==> config.mk <==
export PLATFORM = sky130hd
export DESIGN_NAME = encode_stream_ctrl
export DESIGN_NICKNAME = d
export VERILOG_FILES = /design/src/rtl/kyber_encode_pkg.sv /design/src/rtl/bit_packer.sv /design/src/rtl/encode_stream_ctrl.sv
export SDC_FILE = /design/constraint.sdc
export NUM_CORES = 1
export LEC_CHECK = 0
export ABC_CLOCK_PERIOD_IN_PS = 2300
export CAP_MARGIN = 20
export CORE_ASPECT_RATIO = 0.8
export CORE_MARGIN = 3
export CORE_UTILIZATION = 46
export CTS_BUF_LIST = sky130_fd_sc_hd__clkbuf_2
export DETAILED_ROUTE_END_ITERATION = 10
export PLACE_DENSITY_LB_ADDON = 0.1
export SLEW_MARGIN = 15
export SYNTH_ARGS = -nofsm -noshare
export SYNTH_HDL_FRONTEND = slang
export SYNTH_SLANG_ARGS = --single-unit
==> constraint.sdc <==
create_clock -name clk -period 2.3 [get_ports clk]
set_input_delay 0.23 -clock clk [delete_from_list [all_inputs] [get_ports clk]]
set_output_delay 0.23 -clock clk [all_outputs]
set_load 0.1 [all_outputs]
==> src/rtl/kyber_encode_pkg.sv <==
// kyber_encode_pkg: shared constants, FSM states and length helper for ByteEncode_d streaming
package kyber_encode_pkg;
    localparam int N        = 256;
    localparam int MAX_D    = 12;
    localparam int MAX_POLY = 4;
    localparam int D_T      = 12;
    localparam int D_U      = 10;
    localparam int D_V      = 4;
    localparam int D_M      = 1;
    typedef enum logic [1:0] {IDLE, RUN, DONE} state_t;
    function automatic int bytes_per_poly(input int d);
        return 32 * d;
    endfunction
endpackage

==> src/rtl/bit_packer.sv <==
// bit_packer: LSB-first accumulator that shifts in d-bit coefficients and shifts out bytes
module bit_packer (
    input  logic        clk,
    input  logic        rst,
    input  logic        clr,
    input  logic        shift_in,
    input  logic        shift_out,
    input  logic [3:0]  d,
    input  logic [15:0] coef,
    output logic [7:0]  byte_out,
    output logic [4:0]  bits
);
    logic [23:0] acc;
    logic [15:0] masked;
    assign masked   = coef & ~(16'hffff << d);
    assign byte_out = acc[7:0];
    always_ff @(posedge clk) begin
        if (rst || clr) begin
            acc  <= '0;
            bits <= '0;
        end else if (shift_in) begin
            acc  <= acc | (24'(masked) << bits);
            bits <= bits + 5'(d);
        end else if (shift_out) begin
            acc  <= acc >> 8;
            bits <= bits - 5'd8;
        end
    end
endmodule

==> src/rtl/encode_stream_ctrl.sv <==
// encode_stream_ctrl: job FSM, counters and handshakes around bit_packer for ByteEncode_d streams
module encode_stream_ctrl
    import kyber_encode_pkg::*;
(
    input  logic        clk,
    input  logic        rst,
    input  logic        start,
    input  logic [3:0]  d_sel,
    input  logic [2:0]  n_poly,
    output logic        busy,
    output logic        done,
    output logic        err,
    input  logic        coef_valid,
    input  logic [15:0] coef,
    output logic        coef_ready,
    output logic        byte_valid,
    output logic [7:0]  byte_out,
    input  logic        byte_ready,
    output logic [1:0]  poly_idx
);
    state_t      state, state_n;
    logic [3:0]  d_r;
    logic [2:0]  np_r, poly_cnt;
    logic [7:0]  coef_cnt;
    logic [4:0]  bits;
    logic        legal, accept, coef_hs, byte_hs, last;
    assign legal      = d_sel != 4'd0 && d_sel <= 4'(MAX_D) && n_poly != 3'd0 && n_poly <= 3'(MAX_POLY);
    assign accept     = state == IDLE && start && legal;
    assign coef_ready = state == RUN && bits < 5'd8 && poly_cnt != np_r;
    assign byte_valid = state == RUN && bits >= 5'd8;
    assign coef_hs    = coef_valid && coef_ready;
    assign byte_hs    = byte_valid && byte_ready;
    // 256*d is a multiple of 8, so the byte that empties the packer after the last coefficient ends the job
    assign last       = byte_hs && bits == 5'd8 && poly_cnt == np_r;
    assign busy       = state == RUN;
    assign done       = state == DONE;
    assign poly_idx   = poly_cnt[1:0];
    always_ff @(posedge clk) state <= rst ? IDLE : state_n;
    always_comb begin
        state_n = IDLE;
        state_n = state == IDLE ? (accept ? RUN : IDLE) : state == RUN ? (last ? DONE : RUN) : IDLE;
    end
    always_ff @(posedge clk) begin
        if (rst) begin
            d_r      <= '0;
            np_r     <= '0;
            coef_cnt <= '0;
            poly_cnt <= '0;
            err      <= 1'b0;
        end else begin
            err <= state == IDLE && start && !legal;
            if (accept) begin
                d_r      <= d_sel;
                np_r     <= n_poly;
                coef_cnt <= '0;
                poly_cnt <= '0;
            end else if (state == DONE) begin
                poly_cnt <= '0;
            end else if (coef_hs) begin
                coef_cnt <= coef_cnt + 8'd1;
                if (coef_cnt == 8'd255) poly_cnt <= poly_cnt + 3'd1;
            end
        end
    end
    bit_packer u_pack (
        .clk       (clk),
        .rst       (rst),
        .clr       (accept),
        .shift_in  (coef_hs),
        .shift_out (byte_hs),
        .d         (d_r),
        .coef      (coef),
        .byte_out  (byte_out),
        .bits      (bits)
    );
endmodule

* Word-level counts from Yosys, hierarchy flattened
Cells that the tools add are included.
** Operators by class
- Multiplexer cells :: 8
- Shift operators :: 2
- Reductions and logical operators :: 23
- $lt $le $gt $ge :: 4
- $add $sub $neg :: 4
- Equality and inequality tests :: 6
- Bitwise logic cells :: 4
** Operator list (count)
- 24-bit 2-to-1 mux :: 2
- 24-bit OR :: 1
- 16-bit by 5-bit << shifter with 24-bit output :: 1
- 16-bit AND :: 1
- 16-bit inverter :: 1
- 16-bit by 4-bit << shifter with 16-bit output (first input constant) :: 1
- 1-bit logical AND :: 13
- 5-bit 2-to-1 mux :: 2
- 8-bit by 1-bit adder with 8-bit output (second input constant) :: 1
- 8-bit equality test (second input constant) :: 1
- 2-bit 2-to-1 mux :: 3
- 5-bit by 4-bit adder with 5-bit output :: 1
- 5-bit by 4-bit equality test with 1-bit output (second input constant) :: 1
- 5-bit by 4-bit >= comparator with 1-bit output (second input constant) :: 1
- 5-bit by 4-bit less-than comparator with 1-bit output (second input constant) :: 1
- 5-bit by 4-bit subtractor with 5-bit output (second input constant) :: 1
- 4-bit less-or-equal comparator (second input constant) :: 1
- 2-bit AND reduction :: 2
- 4-bit nonzero test :: 1
- 3-bit by 1-bit adder with 3-bit output (second input constant) :: 1
- 3-bit equality test :: 1
- 3-bit less-or-equal comparator (second input constant) :: 1
- 3-bit != test :: 1
- 3-bit nonzero test :: 1
- other kinds (10) :: 10
** Word-level totals
- Output and inout bits :: 15
- Input bits :: 28
- Register bits after elaboration :: 50

* Longest topological paths before layout
Gate-level depths: netlist (run 1).
- Word-level depth :: 8
- Gate-level depth with buffers :: 12

* Hierarchy
Synthesis (run 1) repeated with hierarchy kept, for this count alone.
** Second synthesis, totals
- Cell total of the unflattened synthesis :: 485
- Area total of the unflattened synthesis :: 3719.8 um^2
** Modules (own cells, without submodules)
- bit_packer :: instances 1, cells each 358, area each 2632.5 um^2
- encode_stream_ctrl :: instances 1, cells each 127, area each 1087.3 um^2

* Least setup slack after synthesis (run 1)
Ideal clock, no wire load.
- Path type :: register -> register
- From :: reg u_pack.bits[3]
- To :: reg u_pack.acc[10]
- Arrival time :: 4702 ps
- Stages on the path, launching flop included :: 11
- Buffers on the path :: 3
- Setup time :: 81 ps
- Slack :: -2483 ps
- Cells stage by stage :: dfxtp_1 -> clkbuf_1 -> inv_1 -> clkbuf_1 -> ha_1 -> nor3b_1 -> nand2_1 -> nor2_2 -> clkbuf_1 -> nand2_1 -> a41oi_1
** RTL lines
- start: declaration :: RTL line bit_packer.sv:11 : output logic [4:0] bits
- start signal: assignment :: RTL line bit_packer.sv:23 : bits <= bits + 5'(d);
- start signal: assignment :: RTL line bit_packer.sv:26 : bits <= bits - 5'd8;
- 5-bit by 4-bit >= comparator with 1-bit output :: RTL line encode_stream_ctrl.sv:30 : assign byte_valid = state == RUN && bits >= 5'd8;
- 1-bit logical AND :: RTL line encode_stream_ctrl.sv:30
- named net byte_valid :: RTL line encode_stream_ctrl.sv:16 : output logic byte_valid,
- 1-bit logical AND :: RTL line encode_stream_ctrl.sv:32 : assign byte_hs = byte_valid && byte_ready;
- 2-bit nonzero test (no line)
- end signal: assignment :: RTL line bit_packer.sv:22 : acc <= acc | (24'(masked) << bits);
- end signal: assignment :: RTL line bit_packer.sv:25 : acc <= acc >> 8;
- end: declaration :: RTL line bit_packer.sv:13 : logic [23:0] acc;
The timed path passes the listed nets, and every way through them passes these cells.
A chain may end at the register's enable or synchronous reset.

* Worst setup path in the final report (run 1)
- From :: reg d_r[2]
- To :: reg u_pack.acc[22]
** On the way
- Longest elaborated chain between the ends :: 6
** RTL lines
- start: declaration :: RTL line encode_stream_ctrl.sv:22 : logic [3:0] d_r;
- start signal: assignment :: RTL line encode_stream_ctrl.sv:53 : d_r <= d_sel;
- 16-bit by 4-bit << shifter with 16-bit output :: RTL line bit_packer.sv:15 : assign masked = coef & ~(16'hffff << d);
- 16-bit inverter :: RTL line bit_packer.sv:15
- 16-bit AND :: RTL line bit_packer.sv:15
- 16-bit by 5-bit << shifter with 24-bit output :: RTL line bit_packer.sv:22
- 24-bit OR :: RTL line bit_packer.sv:22
- 24-bit 2-to-1 mux :: RTL line bit_packer.sv:21 : end else if (shift_in) begin
Every way passes these cells.

==> results of run 1 <==
## power groups by stage
| stage | registers, W | clock network (W) | logic (W) |
|---|---|---|---|
| 3_5_place_dp | 0.000916 | 0 | 0.000300 |
| 3_3_place_gp | 0.000914 | 0 | 0.000294 |
| 4_1_cts | 0.000900 | 0.000382 | 0.000301 |
| 6_report | 0.000901 | 0.000366 | 0.000305 |
| 2_1_floorplan | 0.000912 | 0 | 0.000172 |
| 5_1_grt | 0.000905 | 0.000412 | 0.000329 |
## cell families (layout without fill, tap and decap cells)
family,count (synthesis),in the layout
XOR/XNOR,15,15
adder cells (fa/ha/maj),9,9
AO/OA/AOI/OAI,130,130
multiplexers,14,14
AND/OR/NAND/NOR,180,180
buffers and inverters,52,105
flip-flops,50,50
## layer usage
metal / GRT usage [%] / vias up
li1: - / 1767
met1: 33.4 / 1698
met2: 39.8 / 135
met3: 3.54 / 15
met4: 5.43 / 0
met5: 0 / -
## metrics by stage
stage / setup TNS, ps / util (%)
floorplan: -6760 / -
global placement: 0 / 59.6
detailed placement: -6.03 / 59.6
CTS: 0 / 60.2
global route: 0 / 60.8
finish: 0 / 60.8
## registers in the layout, summed over array words and instances (netlist names)
register,flops
u_pack.acc,24
coef_cnt,8
u_pack.bits,5
d_r,4
np_r,3
poly_cnt,3
state,2
err,1
## worst max-delay path: cells and delay by family, from the launching register on
family          cells  cell delay (ps)
compound gates      3              570
mux                 1              360
flops               1              460
simple gates        2              640
## Yosys cell counts, drive strengths merged (4+ instances only)
cell and instances:
buf 28, mux2 7, nand3 11, nor2b 9, inv 7, a311oi 5, o211ai 8, nand2 54
and3 6, xor2 7, a211oi 17, nand4 9, a22oi 5, mux2i 7, nor3 21, o22ai 5
a31oi 6, o21ai 16, nand2b 5, and2 5, clkbuf 17, dfxtp 50, nor2 38, ha 8
a21oi 28, xnor2 8, nor4 4, nor3b 5
## worst min path at each step
stage                                from                          to  slack, ps  cells after the start
2_1_floorplan                    d_sel[0]         d_r[0]$_SDFFE_PP0P_        370                      2
3_3_place_gp   u_pack.acc[7]$_SDFFE_PP0P_  u_pack.acc[7]$_SDFFE_PP0P_        470                      2
3_5_place_dp   u_pack.acc[7]$_SDFFE_PP0P_  u_pack.acc[7]$_SDFFE_PP0P_        470                      2
4_1_cts                         n_poly[2]        np_r[2]$_SDFFE_PP0P_        320                      3
5_1_grt                         n_poly[0]        np_r[0]$_SDFFE_PP0P_        320                      3
6_report                        n_poly[1]        np_r[1]$_SDFFE_PP0P_        350                      3
## final cells by class
| type | instances | area (um2) | share of cell area (%) |
|---|---|---|---|
| well taps | 101 | 126 | 2.90 |
| clock buffers | 5 | 25.0 | 0.575 |
| clock inverters | 2 | 13.8 | 0.316 |
| multi-input cells | 348 | 2360 | 54.3 |
| inverters | 7 | 26.3 | 0.604 |
| repair buffers | 91 | 790 | 18.1 |
| flip-flops and latches | 50 | 1010 | 23.2 |
## repair_timing
| action | 4_1_cts | 5_1_grt |
|---|---|---|
| setup buffers | 0 | 2 |
| endpoints found under the setup margin | 0 | 27 |
| endpoints found under the hold margin | 0 | 0 |
| resized for setup | 0 | 12 |
==> qor.yml, run 1 <==
outcome:
  status: "finished, final reports clean"
detailed_routing:
  wl_met3_um: 659
  dr_wl_met2_um: 4800
  drtAntennaViolNets: 0
  via_per_inst: 5.99
  top_layer: "met4"
  drt_iter0_markers: 345
  routed_wl_um: 10400
  first_pass_iters: 6
  wl_per_cell_um: 17.1
  vias: 3615
  wl_met1_um: 4740
  post-route-drc-count: 0
critical_path:
  critical_path.max_fanout: 13
  worstSetupPathType: "flop to flop"
  r2r_slack_ps: 160
  cp.required_ps: 2640
  reg2reg_depth: 6
  r2r-end: "u_pack.acc[22]$_SDFFE_PP0P_"
  crit_path_start: "d_r[2]$_SDFFE_PP0P_"
  endpoint_kind: "flop"
  path_cells: "or4_4 > a32oi_2 > o21ai_1 > mux2_2 > nand2_1 > a311oi_1"
  cp-start-kind: "flop"
  crit_end: "u_pack.acc[22]$_SDFFE_PP0P_"
  crit_slowest_cell: "or4_4"
  worstPathArrival_ps: 2480
  r2r_start: "d_r[2]$_SDFFE_PP0P_"
  critPathMaxStageDelay_ps: 560
sta:
  period_share_pct: 92.9
  hold_ws_ps: 345
  fin_skew_ps: 22.3
  slew_headroom_pct: 65.3
  grt_setup_unrepaired: "false"
  min_period_ps: 2140
  setup_viol: 0
  max_freq_mhz: 468
  max_slew.worst_pin.slew_ps: 514
  slew_violations: 0
  finalHoldViolations: 0
  final.setup.worst_slack_ps: 164
synthesis:
  ys_types: 73
  synth-compound-area-share_pct: 26.8
  synth-xor-area-share_pct: 3.72
  synth-seq-area-share_pct: 28.3
  synth_top_area_share_pct: 28.3
  avgSynthCellArea_um2: 7.86
  synth_flop_cell: "dfxtp_1"
  synth_nets: 487
  yosysWarnings: 0
  ys_seq_elements: 50
  synth_area_leaders: "dfxtp_1, nand2_1, a21oi_1"
  async_reset_ff_share_pct: 0
  synth_top_family_by_area: "compound AO/OA/AOI/OAI gates"
  synth_edf_count: 0
  yosysTopAreaCell: "dfxtp_1"
  syn_area_um2: 3540
  synthAdderAreaFrac_pct: 3.40
  synthMuxAreaShare_pct: 4.21
  yosys.area_share.simple_pct: 26.1
  postSynthCellCount: 450
layout:
  diodes: 0
  final_area_um2: 4350
  fin_nets: 540
  drive_gt1_share_pct: 24.1
  final_common_cell: "buf_4"
  layout.filler_cells: 689
  area.growth.synth_to_final_pct: 23.1
  finalNonFillerCells: 604
  final_cell_mix: "buf_4, nand2_1, dfxtp_1"
place:
  place_congestion: 0.929
  place_inst: 595
  dpl_worst_slack_ps: -6.03
  placedInstanceArea_um2: 4270
  port_buffers: 41
  dp_hpwl_um: 8080
cts:
  cts_root_buf: "clkbuf_2"
  htree_levels: 2
  cts_sinks: 50
  cts_buffer_depth: 2
  insertion_delay_ps: 440
  tritoncts: "yes"
  clk_pin_slew_ps: 270
  cts_buffers: 5
  ctsHoldBuffers: 0
power_and_ir_drop:
  switching_power_w: 0.000481
  power_leakage_nw: 1.57
  power.density_nw_per_um2: 361
  finalPower_w: 0.00157
  cell_internal_pwr_w: 0.00109
  p_clk_share_pct: 23.3
  switching_share_pct: 30.6
  comb_power_share_pct: 19.4
  p_seq_share_pct: 57.3
  peakVddDrop_mv: 0.276
run:
  cap_violations: 0
floorplanning:
  io_pins: 43
  die_w_um: 104
  core_area_um2: 7160
  start_util_pct: 49.4
  die-area_um2: 8780
  placementRows: 27
  die_y_um: 84.4
grt:
  grt_max_degree: 27
  grt_pass1_vias: 3444
  track_usage_pct: 24.1
  antenna_found_initial: 0
  overflow: 0
  grt_pass1_wl_um: 17300
hold_path:
  min_path_type: "input port to flop"
(Power assumes the default switching activity.)
==> run 2, diff against run 1 <==
--- a/config.mk
+++ b/config.mk
@@ -13,6 +13,7 @@
 export CTS_BUF_LIST = sky130_fd_sc_hd__clkbuf_2
 export DETAILED_ROUTE_END_ITERATION = 10
 export PLACE_DENSITY_LB_ADDON = 0.1
+export REMOVE_ABC_BUFFERS = 1
 export SLEW_MARGIN = 15
 export SYNTH_ARGS = -nofsm -noshare
 export SYNTH_HDL_FRONTEND = slang
==> run 2 against run 1 <==
  * Register-to-register slack got worse by 40 ps
  * Critical path depth is 2 higher
  * Sequential cell count unchanged
  * Utilization shrank 1.0 points
  * Fmax decreased by 1.9%
  * Cell area down 1.7%
  * Critical path type unchanged
  * Final cell count is 1.2% lower
==> qor.yml, run 2 (same netlist as run 1, synthesis figures left out) <==
outcome:
  status: "finished, final reports clean"  # unchanged
grt:
  track_usage_pct: 23.4  # was 24.1%
  overflow: 0  # unchanged
  grt_max_degree: 29  # was 27
  antenna_found_initial: 0  # unchanged
  grt_pass1_wl_um: 16900  # was 17,300 um
  grt_pass1_vias: 3291  # was 3,444
cts:
  cts_sinks: 50  # unchanged
  insertion_delay_ps: 460  # was 440 ps
  ctsHoldBuffers: 0  # unchanged
  cts_buffer_depth: 2  # unchanged
  cts_root_buf: "clkbuf_2"  # unchanged
  cts_buffers: 5  # unchanged
  tritoncts: "yes"  # unchanged
  clk_pin_slew_ps: 300  # was 270 ps
  htree_levels: 2  # unchanged
place:
  placedInstanceArea_um2: 4180  # was 4270 um2
  place_congestion: 0.939  # was 0.929
  port_buffers: 41  # unchanged
  dpl_worst_slack_ps: 54.0  # was -6.03 ps
  dp_hpwl_um: 7770  # was 8080 um
detailed_routing:
  post-route-drc-count: 0  # unchanged
  wl_per_cell_um: 17.4  # was 17.1 um
  first_pass_iters: 5  # was 6
  vias: 3610  # was 3,615
  drtAntennaViolNets: 0  # unchanged
  drt_iter0_markers: 297  # was 345
  routed_wl_um: 10400  # about the same
  via_per_inst: 6.05  # was 5.99
sta:
  setup_tns_ps: 0  # unchanged
  finalHoldViolations: 0  # unchanged
  grt_setup_unrepaired: "false"  # unchanged
  slew_headroom_pct: 63.9  # was 65.3%
  max_slew.worst_pin.slew_ps: 540  # was 514 ps
  hold_ws_ps: 312  # was 345 ps
  slew_violations: 0  # unchanged
  period_share_pct: 94.7  # was 92.9%
  final.setup.worst_slack_ps: 123  # was 164 ps
  setup_viol: 0  # unchanged
  fin_skew_ps: 23.6  # was 22.3 ps
  max_freq_mhz: 459  # was 468 MHz
  min_period_ps: 2180  # was 2140 ps
layout:
  final-seq-area_um2: 1000  # was 1010 um2
  fin_nets: 532  # was 540
  multi_input_area_um2: 2300  # was 2360 um2
  final_common_cell: "nand2_1"  # was buf_4
  diodes: 0  # unchanged
  largest_reg_flops: 24  # unchanged
  layout.filler_cells: 678  # was 689
  reg_top3: "u_pack.acc x24, coef_cnt x8, u_pack.bits x5"  # unchanged
  top_register: "u_pack.acc"  # unchanged
  area.growth.synth_to_final_pct: 21.0  # was 23.1%
  drive_gt1_share_pct: 19.4  # was 24.1%
  final_area_um2: 4280  # was 4350 um2
  final_cell_mix: "nand2_1, buf_4, dfxtp_1"  # was buf_4, nand2_1, dfxtp_1
critical_path:
  r2r_slack_ps: 120  # was 160 ps
  critPathMaxStageDelay_ps: 560  # about the same
  critical_path.top_delay_family: "compound AO/OA/AOI/OAI gates"  # was simple AND/OR/NAND/NOR gates
  endpoint_kind: "flop"  # unchanged
  worstPathArrival_ps: 2560  # was 2480 ps
  worstSetupPathType: "flop to flop"  # unchanged
  path_cells: "buf_4 > nand2_1 > o32ai_1 > a22oi_1 > buf_4 > nand2_1 > o211ai_1 > a311oi_1"  # was or4_4 > a32oi_2 > o21ai_1 > mux2_2 > nand2_1 > a311oi_1
  critical_path.max_fanout: 16  # was 13
  r2r-end: "u_pack.acc[22]$_SDFFE_PP0P_"  # unchanged
  crit_path_start: "d_r[3]$_SDFFE_PP0P_"  # was d_r[2]$_SDFFE_PP0P_
  crit_slowest_cell: "dfxtp_1"  # was or4_4
  critPathBufInv: 2  # was 0
  reg2reg_depth: 8  # was 6
  cp-start-kind: "flop"  # unchanged
  r2r_start: "d_r[3]$_SDFFE_PP0P_"  # was d_r[2]$_SDFFE_PP0P_
  cp.required_ps: 2680  # was 2640 ps
power_and_ir_drop:
  switching_share_pct: 29.5  # was 30.6%
  comb_power_share_pct: 17.2  # was 19.4%
  power.density_nw_per_um2: 398  # was 361 nW/um2
  switching_power_w: 0.000503  # was 0.000481 W
  peakVddDrop_mv: 0.246  # was 0.276 mV
  power_leakage_nw: 1.55  # was 1.57 nW
  p_seq_share_pct: 52.8  # was 57.3%
  p_clk_share_pct: 30.0  # was 23.3%
  cell_internal_pwr_w: 0.00120  # was 0.00109 W
floorplanning:
  start_util_pct: 49.4  # unchanged
  core_area_um2: 7160  # unchanged
  die-area_um2: 8780  # unchanged
  die_w_um: 104  # unchanged
  placementRows: 27  # unchanged
  io_pins: 43  # unchanged
  die_y_um: 84.4  # unchanged
hold_path:
  hold_depth: 3  # unchanged
  holdPathEnd: "np_r[1]$_SDFFE_PP0P_"  # unchanged
  min_path_type: "input port to flop"  # unchanged
  min-delay-start: "n_poly[1]"  # unchanged
run:
  cap_violations: 0  # unchanged
-- run 2: changes by cell type in the layout (fill, tap and decap cells not counted), sizes merged --
cell      previous run  this run
bufinv               0         1
buf                 65        57
clkinv               1         0
clkinvlp             0         1
-- run 2: worst min-delay path, cell delays in order --
cell             delay, ps
clkdlybuf4s50_1        420
nand2_1                 70
a21oi_1                 50
-- run 2: metal layers --
layer	up-vias	track usage, %	wire (um)
met1	1709	34.4	4910
met2	132	36.0	4610
met4	0	5.56	158
li1	1749	-	-
met5	-	0	0
met3	20	3.61	719
-- run 2: what timing repair did --
| item | in CTS | in global routing |
|---|---|---|
| setup endpoints to repair | 0 | 18 |
| buffers inserted | 0 | 0 |
| gates resized for setup | 0 | 7 |
-- run 2: worst max-delay path by stage --
stage	end	slack, ps	depth (start not counted)
6_report	u_pack.acc[22]$_SDFFE_PP0P_	120	8
5_1_grt	u_pack.acc[1]$_SDFFE_PP0P_	6	9
4_1_cts	u_pack.acc[17]$_SDFFE_PP0P_	10	5
3_5_place_dp	u_pack.acc[15]$_SDFFE_PP0P_	50	7
3_3_place_gp	u_pack.acc[9]$_SDFFE_PP0P_	80	7
2_1_floorplan	u_pack.acc[9]$_SDFFE_PP0P_	-2490	7
-- run 2: layout make-up --
type | count | area share (%)
multi-input cells | 348 | 53.7
well taps | 101 | 2.95
flip-flops and latches | 50 | 23.5
repair buffers | 83 | 17.5
clock buffers | 5 | 0.585
clock inverters | 3 | 1.14
inverters | 7 | 0.614
-- run 2: through the flow --
| stage | cells | util [%] | total power, W |
|---|---|---|---|
| 5_1_grt | 597 | 59.7 | 0.00177 |
| 4_1_cts | 597 | 59.4 | 0.00172 |
| 2_1_floorplan | 405 | - | 0.00106 |
| 3_5_place_dp | 589 | 58.4 | 0.00120 |
| 3_3_place_gp | 589 | 58.4 | 0.00120 |
| 6_report | 597 | 59.7 | 0.00170 |
-- run 2: power groups by stage --
stage | clock network [W] | registers, W | logic, W
floorplan | 0 | 0.000927 | 0.000133
global placement | 0 | 0.000914 | 0.000285
detailed placement | 0 | 0.000915 | 0.000288
CTS | 0.000527 | 0.000900 | 0.000290
global route | 0.000556 | 0.000905 | 0.000313
finish | 0.000511 | 0.000900 | 0.000293
==> run 3, diff against run 2 <==
--- a/config.mk
+++ b/config.mk
@@ -5,7 +5,7 @@
 export SDC_FILE = /design/constraint.sdc
 export NUM_CORES = 1
 export LEC_CHECK = 0
-export ABC_CLOCK_PERIOD_IN_PS = 2300
+export ABC_CLOCK_PERIOD_IN_PS = 1980
 export CAP_MARGIN = 20
 export CORE_ASPECT_RATIO = 0.8
 export CORE_MARGIN = 3
@@ -14,7 +14,7 @@
 export DETAILED_ROUTE_END_ITERATION = 10
 export PLACE_DENSITY_LB_ADDON = 0.1
 export REMOVE_ABC_BUFFERS = 1
-export SLEW_MARGIN = 15
+export SLEW_MARGIN = 0
 export SYNTH_ARGS = -nofsm -noshare
 export SYNTH_HDL_FRONTEND = slang
 export SYNTH_SLANG_ARGS = --single-unit
==> constraint.sdc (replaced) <==
create_clock -name clk -period 1.98 [get_ports clk]
set_input_delay 0.198 -clock clk [delete_from_list [all_inputs] [get_ports clk]]
set_output_delay 0.198 -clock clk [all_outputs]
set_load 0.1 [all_outputs]
==> run 3 against run 2 <==
  * The run now ends with setup timing left
  * Global-route usage grew 1.8 points
  * Highest routed layer unchanged
  * Largest cell class unchanged
  * Utilization increased by 13 points
  * Combinational power is 61% higher
  * Largest power group unchanged
==> qor.yml, run 3 (same netlist as run 1, synthesis figures left out) <==
outcome:
  status: "finished with violations"  # was finished, final reports clean
  violations: "setup timing"
floorplanning:
  die_w_um: 104  # unchanged
  start_util_pct: 49.4  # unchanged
  die_y_um: 84.4  # unchanged
  placementRows: 27  # unchanged
  io_pins: 43  # unchanged
  core_area_um2: 7160  # unchanged
  die-area_um2: 8780  # unchanged
place:
  dpl_worst_slack_ps: -199  # was 54.0 ps
  place_congestion: 0.976  # was 0.939
  port_buffers: 41  # unchanged
  place_inst: 638  # was 589
  dp_hpwl_um: 8260  # was 7770 um
hold_path:
  hold_depth: 4  # was 3
  min-delay-start: "d_sel[1]"  # was n_poly[1]
  holdPathEnd: "d_r[1]$_SDFFE_PP0P_"  # was np_r[1]$_SDFFE_PP0P_
  min_path_type: "input port to flop"  # unchanged
cts:
  cts_sinks: 50  # unchanged
  cts_buffers: 5  # unchanged
  clk_pin_slew_ps: 280  # was 300 ps
  cts_buffer_depth: 2  # unchanged
  htree_levels: 2  # unchanged
  cts_root_buf: "clkbuf_2"  # unchanged
  insertion_delay_ps: 440  # was 460 ps
  tritoncts: "yes"  # unchanged
  ctsHoldBuffers: 0  # unchanged
detailed_routing:
  via_per_inst: 5.89  # was 6.05
  vias: 3912  # was 3,610
  wl_per_cell_um: 17.5  # was 17.4 um
  first_pass_iters: 5  # unchanged
  drtAntennaViolNets: 0  # unchanged
  routed_wl_um: 11600  # was 10,400 um
  post-route-drc-count: 0  # unchanged
  drt_iter0_markers: 308  # was 297
layout:
  fin_nets: 599  # was 532
  final_cell_mix: "buf_4, nand2_1, dfxtp_1"  # was nand2_1, buf_4, dfxtp_1
  final_util_pct: 72.6  # was 59.7%
  multi_input_area_um2: 2620  # was 2300 um2
  final-seq-area_um2: 1030  # was 1000 um2
  reg_top3: "u_pack.acc x24, coef_cnt x8, u_pack.bits x5"  # unchanged
  final_common_cell: "buf_4"  # was nand2_1
  layout.filler_cells: 570  # was 678
  drive_gt1_share_pct: 38.9  # was 19.4%
  area.growth.synth_to_final_pct: 47.0  # was 21.0%
  diodes: 0  # unchanged
  largest_reg_flops: 24  # unchanged
  finalNonFillerCells: 664  # was 597
  top_register: "u_pack.acc"  # unchanged
sta:
  slew_headroom_pct: 69.4  # was 63.9%
  min_period_ps: 1990  # was 2180 ps
  finalHoldViolations: 0  # unchanged
  setup_viol: 2  # was 0
  grt_setup_unrepaired: "true"  # was false
  max_freq_mhz: 502  # was 459 MHz
  max_slew.worst_pin.slew_ps: 447  # was 540 ps
  final.setup.worst_slack_ps: -12.8  # was 123 ps
  period_share_pct: 101  # was 94.7%
  fin_skew_ps: 9.43  # was 23.6 ps
  slew_violations: 0  # unchanged
grt:
  grt_pass1_vias: 3650  # was 3,291
  grt_max_degree: 29  # unchanged
  grt_pass1_wl_um: 18200  # was 16,900 um
  overflow: 0  # unchanged
  antenna_found_initial: 0  # unchanged
  track_usage_pct: 25.1  # was 23.4%
critical_path:
  critPathMaxStageDelay_ps: 570  # was 560 ps
  worstSetupPathType: "flop to flop"  # unchanged
  worstPathArrival_ps: 2370  # was 2560 ps
  cp-start-kind: "flop"  # unchanged
  r2r_start: "d_r[2]$_SDFFE_PP0P_"  # was d_r[3]$_SDFFE_PP0P_
  r2r_slack_ps: -10  # was 120 ps
  path_cells: "or4_4 > a32oi_4 > a21oi_4 > a311o_1 > nor3_2 > nor4_2"  # was buf_4 > nand2_1 > o32ai_1 > a22oi_1 > buf_4 > nand2_1 > o211ai_1 > a311oi_1
  r2r-end: "u_pack.acc[15]$_SDFFE_PP0P_"  # was u_pack.acc[22]$_SDFFE_PP0P_
  reg2reg_depth: 6  # was 8
  crit_slowest_cell: "or4_4"  # was dfxtp_1
  critical_path.max_fanout: 6  # was 16
  cp.required_ps: 2360  # was 2680 ps
  endpoint_kind: "flop"  # unchanged
power_and_ir_drop:
  peakVddDrop_mv: 0.270  # was 0.246 mV
  power.density_nw_per_um2: 402  # was 398 nW/um2
  power_leakage_nw: 1.95  # was 1.55 nW
run:
  cap_violations: 0  # unchanged
## run 3: cell count changes in the layout (fill, tap and decap cells not counted), sizes merged
cell | previous run | this run
clkinvlp | 1 | 0
buf | 57 | 124
clkinv | 0 | 1
## run 3: final cells by class
cell class	instances	share of cell area, %
inverters	7	0.506
well taps	101	2.43
clock buffers	5	0.481
repair buffers	150	25.5
multi-input cells	348	50.4
flip-flops and latches	50	19.8
clock inverters	3	0.843
## run 3: how the worst max path moves through the flow
stage                                start                           to  slack [ps]  cells after the start
2_1_floorplan  u_pack.bits[3]$_SDFFE_PP0P_   u_pack.acc[9]$_SDFFE_PP0P_       -2810                      7
3_3_place_gp                      d_sel[3]  u_pack.acc[15]$_SDFFE_PP0P_        -170                      7
3_5_place_dp                      d_sel[3]  u_pack.acc[15]$_SDFFE_PP0P_        -200                      7
4_1_cts        u_pack.bits[4]$_SDFFE_PP0P_   u_pack.acc[0]$_SDFFE_PP0P_         -30                      9
5_1_grt        u_pack.bits[4]$_SDFFE_PP0P_     poly_cnt[2]$_SDFFE_PP0P_         -90                      9
6_report               d_r[2]$_SDFFE_PP0P_  u_pack.acc[15]$_SDFFE_PP0P_         -10                      6
## run 3: layer usage
layer	global-route usage, %	part of all wire [%]	vias to the layer above
li1	-	-	1897
met1	34.7	45	1867
met2	42.1	48	136
met3	4.07	6.3	12
met4	4.47	1.2	0
met5	0	0	-
## run 3: what timing repair did
item | 4_1_cts | 5_1_grt
buffers inserted | 1 | 17
pin swaps | 4 | 15
resized for setup | 22 | 76
endpoints found under the setup margin | 27 | 27
## run 3: power by group
part | internal [W] | leakage [nW] | switching (W)
Sequential | 0.00102 | 0.411 | 0.0000169
Clock | 0.000217 | 0.0433 | 0.000365
Combinational | 0.000235 | 1.49 | 0.000238
## run 3: stage by stage
step                      total power, W  TNS, ps  hold slack (ps)  instance area, um2
after floorplan                  0.00123   -88040              267                3300
after global placement           0.00145    -3570              470                4580
after detailed placement         0.00146    -4520              473                4580
after CTS                        0.00204    -56.6              377                4720
after global routing             0.00218     -730              353                5200
final                            0.00209    -22.0              393                5200
## run 3: critical path, delay by kind of cell, from the launching register on
kind,cells,cell delay [ps]
compound gates,3,730
simple gates,3,770
flops,1,430
